===== src/rtl/retro_catc_pkg.sv =====
// Shared types for the CATC stall generator: FSM states, stall event record
// and the saturating stall-length helper.
package retro_catc_pkg;

  localparam int CATC_STALLMAX_W = 16;
  localparam int CATC_STALLCNT_W = 20;

  typedef enum logic [1:0] {
    ST_IDLE  = 2'd0,
    ST_WAIT  = 2'd1,
    ST_STALL = 2'd2,
    ST_DONE  = 2'd3
  } catc_stall_state_t;

  typedef struct packed {
    logic                       timeout;
    logic [CATC_STALLMAX_W-1:0] stall_len;
  } catc_stall_stats_t;

  // Stall length including the current STALL cycle, clipped to the StallMax width.
  function automatic logic [CATC_STALLMAX_W-1:0] sat_stall_len(
    input logic [CATC_STALLCNT_W-1:0] cnt
  );
    logic [CATC_STALLCNT_W:0] len;
    len = {1'b0, cnt} + {{CATC_STALLCNT_W{1'b0}}, 1'b1};
    if (|len[CATC_STALLCNT_W:CATC_STALLMAX_W]) begin
      return {CATC_STALLMAX_W{1'b1}};
    end else begin
      return len[CATC_STALLMAX_W-1:0];
    end
  endfunction

endpackage


===== src/rtl/retro_sat_counter.sv =====
// Saturating up-counter with synchronous clear (highest priority) and load.
module retro_sat_counter #(
  parameter int Width = 8
) (
  input  logic             clk_i,
  input  logic             rst_ni,
  input  logic             clear_i,
  input  logic             load_i,
  input  logic [Width-1:0] load_val_i,
  input  logic             inc_i,
  output logic [Width-1:0] count_o
);

  logic [Width-1:0] count_q, count_d;

  // Next count: clear beats load, load beats increment, increment stops at all ones.
  always_comb begin
    count_d = count_q;
    if (clear_i) begin
      count_d = {Width{1'b0}};
    end else if (load_i) begin
      count_d = load_val_i;
    end else if (inc_i && (count_q != {Width{1'b1}})) begin
      count_d = count_q + Width'(1);
    end else begin
      count_d = count_q;
    end
  end

  // Count register.
  always_ff @(posedge clk_i or negedge rst_ni) begin
    if (!rst_ni) begin
      count_q <= {Width{1'b0}};
    end else begin
      count_q <= count_d;
    end
  end

  assign count_o = count_q;

endmodule


===== src/rtl/retro_catc_stall_gen.sv =====
// Core-to-memory bridge that raises Delay only for latency beyond the core's
// native cycle budget, with timeout abort and stall statistics.
module retro_catc_stall_gen
  import retro_catc_pkg::*;
#(
  parameter int AddrWidth     = 16,
  parameter int DataWidth     = 8,
  parameter int Budget        = 8,
  parameter int TimeoutCycles = 65535,
  parameter int StatWidth     = 32
) (
  input  logic                       Clk,
  input  logic                       Reset_n,
  input  logic                       CeIn,
  input  logic                       CoreReq,
  input  logic                       CoreWrite,
  input  logic [AddrWidth-1:0]       CoreAddr,
  input  logic [DataWidth-1:0]       CoreWData,
  output logic                       CoreAck,
  output logic [DataWidth-1:0]       CoreRData,
  output logic                       MemReqValid,
  input  logic                       MemReqReady,
  output logic                       MemWrite,
  output logic [AddrWidth-1:0]       MemAddr,
  output logic [DataWidth-1:0]       MemWData,
  input  logic                       MemRespValid,
  input  logic [DataWidth-1:0]       MemRData,
  output logic                       Delay,
  output logic                       Error,
  input  logic                       StatClear,
  output logic [StatWidth-1:0]       StallTotal,
  output logic [CATC_STALLMAX_W-1:0] StallMax
);

  catc_stall_state_t state_q, state_d;
  logic                 mem_req_valid_q, mem_req_valid_d;
  logic                 mem_write_q, mem_write_d;
  logic [AddrWidth-1:0] mem_addr_q, mem_addr_d;
  logic [DataWidth-1:0] mem_wdata_q, mem_wdata_d;
  logic                 hs_done_q, hs_done_d;
  logic [7:0]           budget_q, budget_d;
  logic [DataWidth-1:0] core_rdata_q, core_rdata_d;
  logic                 core_ack_q, core_ack_d;
  logic                 delay_q, delay_d;
  logic                 error_q, error_d;

  logic [CATC_STALLCNT_W-1:0] stall_cnt_s;
  logic [CATC_STALLMAX_W-1:0] stall_max_s;
  logic [StatWidth-1:0]       stall_total_s;
  catc_stall_stats_t          stall_evt_s;
  logic capture_s, handshake_s, resp_ok_s, timeout_s, in_stall_s, max_load_s;

  assign in_stall_s  = (state_q == ST_STALL);
  assign capture_s   = CeIn && CoreReq && ((state_q == ST_IDLE) || (state_q == ST_DONE));
  assign handshake_s = mem_req_valid_q && MemReqReady;
  // A response only counts once the request has been (or is being) accepted.
  assign resp_ok_s   = MemRespValid && (hs_done_q || handshake_s);
  assign timeout_s   = (stall_cnt_s == CATC_STALLCNT_W'(TimeoutCycles - 1));
  assign max_load_s  = in_stall_s && (state_d != ST_STALL) && (stall_evt_s.stall_len > stall_max_s);

  // Next-state, request/response bookkeeping and output register inputs.
  always_comb begin
    state_d              = state_q;
    mem_write_d          = mem_write_q;
    mem_addr_d           = mem_addr_q;
    mem_wdata_d          = mem_wdata_q;
    budget_d             = budget_q;
    core_rdata_d         = core_rdata_q;
    core_ack_d           = core_ack_q;
    stall_evt_s.timeout  = 1'b0;
    stall_evt_s.stall_len = sat_stall_len(stall_cnt_s);
    if (handshake_s) begin
      mem_req_valid_d = 1'b0;
      hs_done_d       = 1'b1;
    end else begin
      mem_req_valid_d = mem_req_valid_q;
      hs_done_d       = hs_done_q;
    end

    case (state_q)
      ST_IDLE: begin
        state_d = capture_s ? ST_WAIT : ST_IDLE;
      end
      ST_WAIT: begin
        budget_d = (budget_q != 8'd0) ? (budget_q - 8'd1) : budget_q;
        if (resp_ok_s) begin
          core_rdata_d = mem_write_q ? core_rdata_q : MemRData;
          core_ack_d   = 1'b1;
          state_d      = ST_DONE;
        end else if (budget_q == 8'd0) begin
          state_d = ST_STALL;
        end else begin
          state_d = ST_WAIT;
        end
      end
      ST_STALL: begin
        if (resp_ok_s) begin
          core_rdata_d = mem_write_q ? core_rdata_q : MemRData;
          core_ack_d   = 1'b1;
          state_d      = ST_DONE;
        end else if (timeout_s) begin
          stall_evt_s.timeout = 1'b1;
          core_rdata_d        = {DataWidth{1'b1}};
          core_ack_d          = 1'b1;
          mem_req_valid_d     = 1'b0;
          state_d             = ST_DONE;
        end else begin
          state_d = ST_STALL;
        end
      end
      ST_DONE: begin
        if (CeIn) begin
          core_ack_d = 1'b0;
          state_d    = CoreReq ? ST_WAIT : ST_IDLE;
        end else begin
          core_ack_d = 1'b1;
          state_d    = ST_DONE;
        end
      end
      default: begin
        state_d = ST_IDLE;
      end
    endcase

    mem_req_valid_d = capture_s ? 1'b1 : mem_req_valid_d;
    hs_done_d       = capture_s ? 1'b0 : hs_done_d;
    mem_write_d     = capture_s ? CoreWrite : mem_write_d;
    mem_addr_d      = capture_s ? CoreAddr : mem_addr_d;
    mem_wdata_d     = capture_s ? CoreWData : mem_wdata_d;
    budget_d        = capture_s ? 8'(Budget - 1) : budget_d;
    error_d         = StatClear ? 1'b0 : (error_q | stall_evt_s.timeout);
    delay_d         = (state_d == ST_STALL);
  end

  // State and registered outputs.
  always_ff @(posedge Clk or negedge Reset_n) begin
    if (!Reset_n) begin
      state_q         <= ST_IDLE;
      mem_req_valid_q <= 1'b0;
      mem_write_q     <= 1'b0;
      mem_addr_q      <= {AddrWidth{1'b0}};
      mem_wdata_q     <= {DataWidth{1'b0}};
      hs_done_q       <= 1'b0;
      budget_q        <= 8'd0;
      core_rdata_q    <= {DataWidth{1'b0}};
      core_ack_q      <= 1'b0;
      delay_q         <= 1'b0;
      error_q         <= 1'b0;
    end else begin
      state_q         <= state_d;
      mem_req_valid_q <= mem_req_valid_d;
      mem_write_q     <= mem_write_d;
      mem_addr_q      <= mem_addr_d;
      mem_wdata_q     <= mem_wdata_d;
      hs_done_q       <= hs_done_d;
      budget_q        <= budget_d;
      core_rdata_q    <= core_rdata_d;
      core_ack_q      <= core_ack_d;
      delay_q         <= delay_d;
      error_q         <= error_d;
    end
  end

  retro_sat_counter #(.Width(CATC_STALLCNT_W)) u_stall_cnt (
    .clk_i      (Clk),
    .rst_ni     (Reset_n),
    .clear_i    (!in_stall_s),
    .load_i     (1'b0),
    .load_val_i ({CATC_STALLCNT_W{1'b0}}),
    .inc_i      (in_stall_s),
    .count_o    (stall_cnt_s)
  );

  retro_sat_counter #(.Width(StatWidth)) u_stall_total (
    .clk_i      (Clk),
    .rst_ni     (Reset_n),
    .clear_i    (StatClear),
    .load_i     (1'b0),
    .load_val_i ({StatWidth{1'b0}}),
    .inc_i      (delay_q),
    .count_o    (stall_total_s)
  );

  retro_sat_counter #(.Width(CATC_STALLMAX_W)) u_stall_max (
    .clk_i      (Clk),
    .rst_ni     (Reset_n),
    .clear_i    (StatClear),
    .load_i     (max_load_s),
    .load_val_i (stall_evt_s.stall_len),
    .inc_i      (1'b0),
    .count_o    (stall_max_s)
  );

  assign CoreAck     = core_ack_q;
  assign CoreRData   = core_rdata_q;
  assign MemReqValid = mem_req_valid_q;
  assign MemWrite    = mem_write_q;
  assign MemAddr     = mem_addr_q;
  assign MemWData    = mem_wdata_q;
  assign Delay       = delay_q;
  assign Error       = error_q;
  assign StallTotal  = stall_total_s;
  assign StallMax    = stall_max_s;

endmodule

===== config.mk =====
export PLATFORM = sky130hd
export DESIGN_NAME = retro_catc_stall_gen
export DESIGN_NICKNAME = d
export VERILOG_FILES = /design/src/rtl/retro_catc_pkg.sv /design/src/rtl/retro_sat_counter.sv /design/src/rtl/retro_catc_stall_gen.sv
export SDC_FILE = /design/constraint.sdc
export NUM_CORES = 1
export LEC_CHECK = 0
export CORE_ASPECT_RATIO = 1.25
export CORE_MARGIN = 3
export CORE_UTILIZATION = 56
export CTS_BUF_LIST = sky130_fd_sc_hd__clkbuf_8 sky130_fd_sc_hd__clkbuf_16
export DETAILED_ROUTE_END_ITERATION = 6
export GPL_ROUTABILITY_DRIVEN = 0
export GPL_TIMING_DRIVEN = 0
export PLACE_DENSITY = 0.9
export SYNTH_ARGS = -nofsm -noshare
export SYNTH_HDL_FRONTEND = slang
export SYNTH_SLANG_ARGS = --single-unit

===== constraint.sdc =====
create_clock -name Clk -period 10.65 [get_ports Clk]
set_input_delay 1.5975 -clock Clk [delete_from_list [all_inputs] [get_ports Clk]]
set_output_delay 1.5975 -clock Clk [all_outputs]
set_load 0.1 [all_outputs]

After elaboration in Yosys (flattened, before gate mapping). Cells that the tools add are included.

$add $sub $neg: 4. Muxes and demuxes: 39. Bitwise operators: 1. Order comparisons: 1. Eq/ne operators: 11. Reductions and logical operators: 24.

Operators with widths (count): 2-to-1 mux 32 bit (2); 2-to-1 mux 8 bit (7); 2-to-1 mux 16 bit (3); 2-to-1 mux 20 bit (2); adder 32 x 1 -> 32 bit (second input constant) (1); inequality test 32 bit (second input constant) (1); adder 20 x 1 -> 21 bit (second input constant) (1); adder 20 x 1 -> 20 bit (second input constant) (1); == test 20 x 16 -> 1 bit (second input constant) (1); inequality test 20 bit (second input constant) (1); 2-to-1 mux 1 bit (19); > comparator 16 bit (1); case mux 8 bit (2 select lines) (1); nonzero test 2 bit (6); logical AND 1 bit (8); logical NOT 8 bit (1); case mux 2 bit (4 select lines) (1); nonzero test 8 bit (1); subtractor 8 x 1 -> 8 bit (second input constant) (1); == test 2 bit (second input constant) (3); 2-to-1 mux 2 bit (3); AND reduction 3 bit (2); OR reduction 5 bit (1); inequality test 2 bit (second input constant) (2); 9 further kinds (10).

Register bits after elaboration: 116. Output and inout bits: 85. Bits of input ports: 40. Word-level logic and storage cells: 94.

Logic depth before layout (Yosys ltp).
Depth after elaboration: 10. Depth in mapped cells: 16. Mapped depth without buffers: 13.

By module. A second synthesis with hierarchy kept.

Cells, all modules: 850. Area, all modules: 7509.7 um2.

Modules (own cells, without submodules): retro_catc_stall_gen (instances 1, area an instance 2950.3 um2, sequential area each 1201.2 um2, cells each 337); retro_sat_counter at u_stall_total (instances 1, area an instance 2099.5 um2, sequential area each 800.8 um2, cells each 238); retro_sat_counter at u_stall_cnt (instances 1, area an instance 1348.8 um2, sequential area each 500.5 um2, cells each 151); retro_sat_counter at u_stall_max (instances 1, area an instance 1111.1 um2, sequential area each 400.4 um2, cells each 124).

Worst setup path after synthesis. OpenSTA, ideal clock, no wires.

Path type: flip-flop to flip-flop. Start: register u_stall_cnt.count_q[4], in the netlist u_stall_cnt.count_o[4]. End: register u_stall_max.count_q[10], in the netlist u_stall_max.count_o[10]. Slack: 6933 ps. Clock period less this slack: 3717 ps. Data arrival time: 3622 ps. Path buffers: 2. Stages on the path, launching flop included: 15. Required time: 10554 ps. Library setup time: 96 ps. Path through: dfrtp_1 -> nand4_1 -> nor4_1 -> nand4_1 -> a21oi_1 -> clkbuf_1 -> nand2_1 -> ha_1 -> nor2b_1 -> o211ai_1 -> a2111o_1 -> o211ai_1 -> clkbuf_1 -> a21oi_1 -> a311oi_2.

Longest elaborated chain between the ends: 8. Elaborated cells between the ends (all ways): 14. Classes of those cells: add/sub: 1; order compare: 1; eq/ne: 2; mux: 6; reduce/logical: 4.

Ends and longest elaborated chain: start: declaration (RTL line retro_sat_counter.sv:14) `logic [Width-1:0] count_q, count_d;`; start signal: assignment (RTL line retro_sat_counter.sv:33) `count_q <= {Width{1'b0}};`; start signal: assignment (RTL line retro_sat_counter.sv:35) `count_q <= count_d;`; parallel branches: the longest is 8 deep, another holds adder 20 x 1 -> 21 bit; end signal: assignment (RTL line retro_sat_counter.sv:33); end signal: assignment (RTL line retro_sat_counter.sv:35); end: declaration (RTL line retro_sat_counter.sv:14).

Parallel ways; which one is timed is not known. The select of a mux whose other input is x is not followed. A chain may end at the register's enable or synchronous reset.

Final worst setup path.
Start: register u_stall_cnt.count_q[5], in the netlist u_stall_cnt.count_o[5]. End: register u_stall_max.count_q[14], in the netlist u_stall_max.count_o[14].

Same word-level chain as after synthesis.

==> results.json <==
{
  "status": "complete, no violations",
  "hold_path_class": "flop to flop",
  "hold_end": "MemAddr[10]",
  "yosysTopAreaCell": "dfrtp_1",
  "max_cap_violations": 0,
  "crit_chain": "nand4_1, nor4_1, nand4_1, a21oi_1, clkbuf_1, nand2_1, ha_1, nand4_1, o41ai_1, a31oi_4, and2_4, buf_6, buf_8, a311oi_2",
  "leakage_nw": 3.52,
  "power_frac_seq_pct": 26.1,
  "synth_common_cells": "nand2_1 (125), dfrtp_1 (116), a21oi_1 (53), nor2_1 (47), xor2_1 (28)",
  "drc": 0,
  "grt_max_degree": 73,
  "cts.sinks": 116,
  "r2r_cells": 14,
  "clk_pin_slew_ns": 0.06,
  "finalClockSkew_ns": 0.0122,
  "worstPathMaxFanout": 10,
  "hold_violations": 0,
  "drtIter0Drc": 388,
  "critPathKind": "flop to flop",
  "cts_tree": "yes",
  "wl_per_cell_um": 17.4,
  "yosysMostFrequentCell": "nand2_1",
  "fmax_mhz": 205,
  "worst_r2r_endpoint": "u_stall_max.count_o[14]",
  "synth_edf_count": 0,
  "critPathMaxStageDelay_ns": 0.77,
  "critical_path.most_common_cell": "nand4_1",
  "period_minus_slack_ns": 4.89,
  "fin_ws_ns": 5.76,
  "ys_ff_latch": 116,
  "ys_types": 49,
  "pre_cts_ws_ns": 5.98,
  "ys.flop_type": "dfrtp_1",
  "io_buffers": 124,
  "hold_depth": 2,
  "slew_headroom_pct": 32.0,
  "final.setup.tns_ns": 0,
  "ys_seq_area_share_pct": 48.0,
  "rsz0062_at_grt": "no",
  "async_reset_ff_share_pct": 100,
  "finalMaxSlewViolations": 0,
  "synth_area_sq_um": 6050,
  "antenna_found_initial": 0,
  "postCtsSetupBuffers": 0,
  "cts-root-buf": "clkbuf_16",
  "end_kind": "flop",
  "min_from": "MemAddr[10]",
  "first_pass_iters": 5,
  "syn_inst": 643,
  "rrSetupSlack_ns": 5.76,
  "worstMarginPinSlew_ns": 1.02,
  "num_rows": 41,
  "post-route-period-util_pct": 45.9,
  "cts_max_path_buffers": 2,
  "yosys_warnings": 0,
  "synthTopCellsByArea": "dfrtp_1 (48%), nand2_1 (7.8%), ha_1 (5.0%)",
  "die_w_um": 99.0,
  "via_count": 5498,
  "syn_nets": 707,
  "overflow": 0,
  "pin_count": 125,
  "finalSetupViolations": 0,
  "pwr_density_cell_nw_per_um2": 285,
  "core_area_sq_um": 10300,
  "syn-mean-instance-area_sq_um": 9.41,
  "holdBufCountCts": 0,
  "power_mw": 2.32,
  "combPwrFrac_pct": 46.3,
  "final_nets": 851,
  "p_switching_mw": 1.09,
  "clock_latency_ns": 0.42,
  "cts_buffers": 17,
  "yosysTopAreaCellShare_pct": 48.0,
  "antenna_cells": 0,
  "peakVddDrop_mv": 0.280,
  "detail-route-antenna-nets": 0,
  "routed_wirelength_um": 16100,
  "swShare_pct": 47.0,
  "grt_pass1_wl_um": 26800,
  "grt_usage_pct": 27.8,
  "htreeDepth": 4,
  "die_h_um": 122,
  "final_layout_size_suffix_gt1_share_pct": 7.12,
  "die_area_sq_um": 12100,
  "area_delta_synth_final_pct": 34.5,
  "worstPathRequired_ns": 10.97,
  "grt_pass1_vias": 5627,
  "start_util_pct": 58.7,
  "dp_hpwl_um": 11200,
  "slowest_stage": "o41ai_1",
  "vias_per_cell": 5.92,
  "intPower_mw": 1.23,
  "cts-resized-gates": 0,
  "power_frac_clock_pct": 27.7,
  "r2r-start": "u_stall_cnt.count_o[5]",
  "start_kind": "flop",
  "cp.arrival_ns": 5.20,
  "n_fill_cell": 641
}
registers in the layout, indices dropped and copies added (netlist names):
name and flops:
CoreAck 1, budget_q 8, u_stall_total.count_o 32, MemWrite 1, u_stall_cnt.count_o 20, u_stall_max.count_o 16
MemReqValid 1, CoreRData 8, state_q 2, MemWData 8, hs_done_q 1, MemAddr 16
Delay 1, Error 1
worst max path at each step:
stage                                      start  depth (start not counted)  slack (ns)                       to
after floorplan           u_stall_cnt.count_o[4]                         14        6.93  u_stall_max.count_o[10]
after global placement                   Reset_n                          1        3.71             CoreRData[0]
after detailed placement  u_stall_cnt.count_o[5]                         14        5.98  u_stall_max.count_o[14]
after CTS                 u_stall_cnt.count_o[4]                         14        5.86  u_stall_max.count_o[15]
after global routing      u_stall_cnt.count_o[4]                         14        5.54  u_stall_max.count_o[12]
final                     u_stall_cnt.count_o[5]                         14        5.76  u_stall_max.count_o[14]
cell type report:
class                      count  area [sq um]  share of cell area, %
multi-input combinational    474          2930                   36.0
sequential                   116          2900                   35.7
timing repair buffer         125          1270                   15.6
clock buffer                  17           425                   5.23
clock inverter                15           236                   2.91
tap                          129           161                   1.98
buffer                        28           124                   1.52
inverter                      25          93.8                   1.15
cell families (layout without fill, tap and decap cells):
| family | after synthesis | in the layout | share of synthesized area (%) |
|---|---|---|---|
| and+or+nand+nor | 296 | 296 | 23.6 |
| xor gates and xnor gates | 47 | 47 | 6.80 |
| buffers and inverters | 53 | 210 | 3.60 |
| AOI/OAI and AO/OA | 98 | 98 | 11.6 |
| adders and majority gates | 24 | 24 | 4.96 |
| muxes | 9 | 9 | 1.51 |
| DFF | 116 | 116 | 48.0 |
stage by stage:
step | std cells | hold slack, ns | instance area (sq um) | utilization [%]
floorplan | 643 | 0.471 | 6050 | -
global placement | 896 | 0.458 | 7450 | 72.3
detailed placement | 897 | 0.466 | 7480 | 72.5
CTS | 929 | 0.484 | 8140 | 78.9
global route | 929 | 0.505 | 8140 | 78.9
finish | 929 | 0.477 | 8140 | 78.9
worst max-delay path, delay by kind of cell, from the launching register on:
family                     cells  cell delay, ns
buffers and inverters          3            0.80
and+or+nand+nor                6            1.66
DFF                            1            0.42
adders and majority gates      1            0.36
AOI/OAI and AO/OA              4            1.54
power groups by stage:
| stage | logic, mW | registers, mW | clock network [mW] |
|---|---|---|---|
| global route | 1.13 | 0.618 | 0.670 |
| global placement | 1.04 | 0.605 | 0 |
| CTS | 1.07 | 0.606 | 0.647 |
| detailed placement | 1.06 | 0.608 | 0 |
| floorplan | 0.274 | 1.13 | 0 |
| finish | 1.07 | 0.606 | 0.643 |
metal layers:
| metal | vias to the layer above | track usage (%) | part of all wire (%) |
|---|---|---|---|
| met5 | - | 0 | 0 |
| met4 | 0 | 10.5 | 2.6 |
| met3 | 41 | 9.49 | 9.1 |
| met2 | 271 | 46.3 | 49 |
| met1 | 2644 | 33.3 | 39 |
| li1 | 2542 | - | - |
cells in the final DEF (no fill, tap or decap), types with 2 or more instances in the layout:
cell type and count:
a211oi_1 2, nand3_1 24, clkinv_2 5, o21ai_0 12
nand2_1 125, bufinv_16 6, xnor2_1 19, or3_1 8
and2_1 2, xor2_1 28, clkdlybuf4s50_1 123, clkbuf_1 25
nor3_1 12, or2_2 4, or4_1 3, inv_1 24
dfrtp_1 116, a311oi_1 6, clkbuf_16 17, a211oi_2 2
clkinvlp_4 3, a31oi_1 2, a311oi_2 9, and3_1 14
nor2_1 47, nor4_1 7, o211ai_1 3, mux2i_1 8
nand4_1 27, ha_1 24, nor2b_1 3, nand3b_1 3
a21oi_1 53, and4_1 10, nand2b_1 2
No activity file was read; power rests on OpenSTA's default activity.
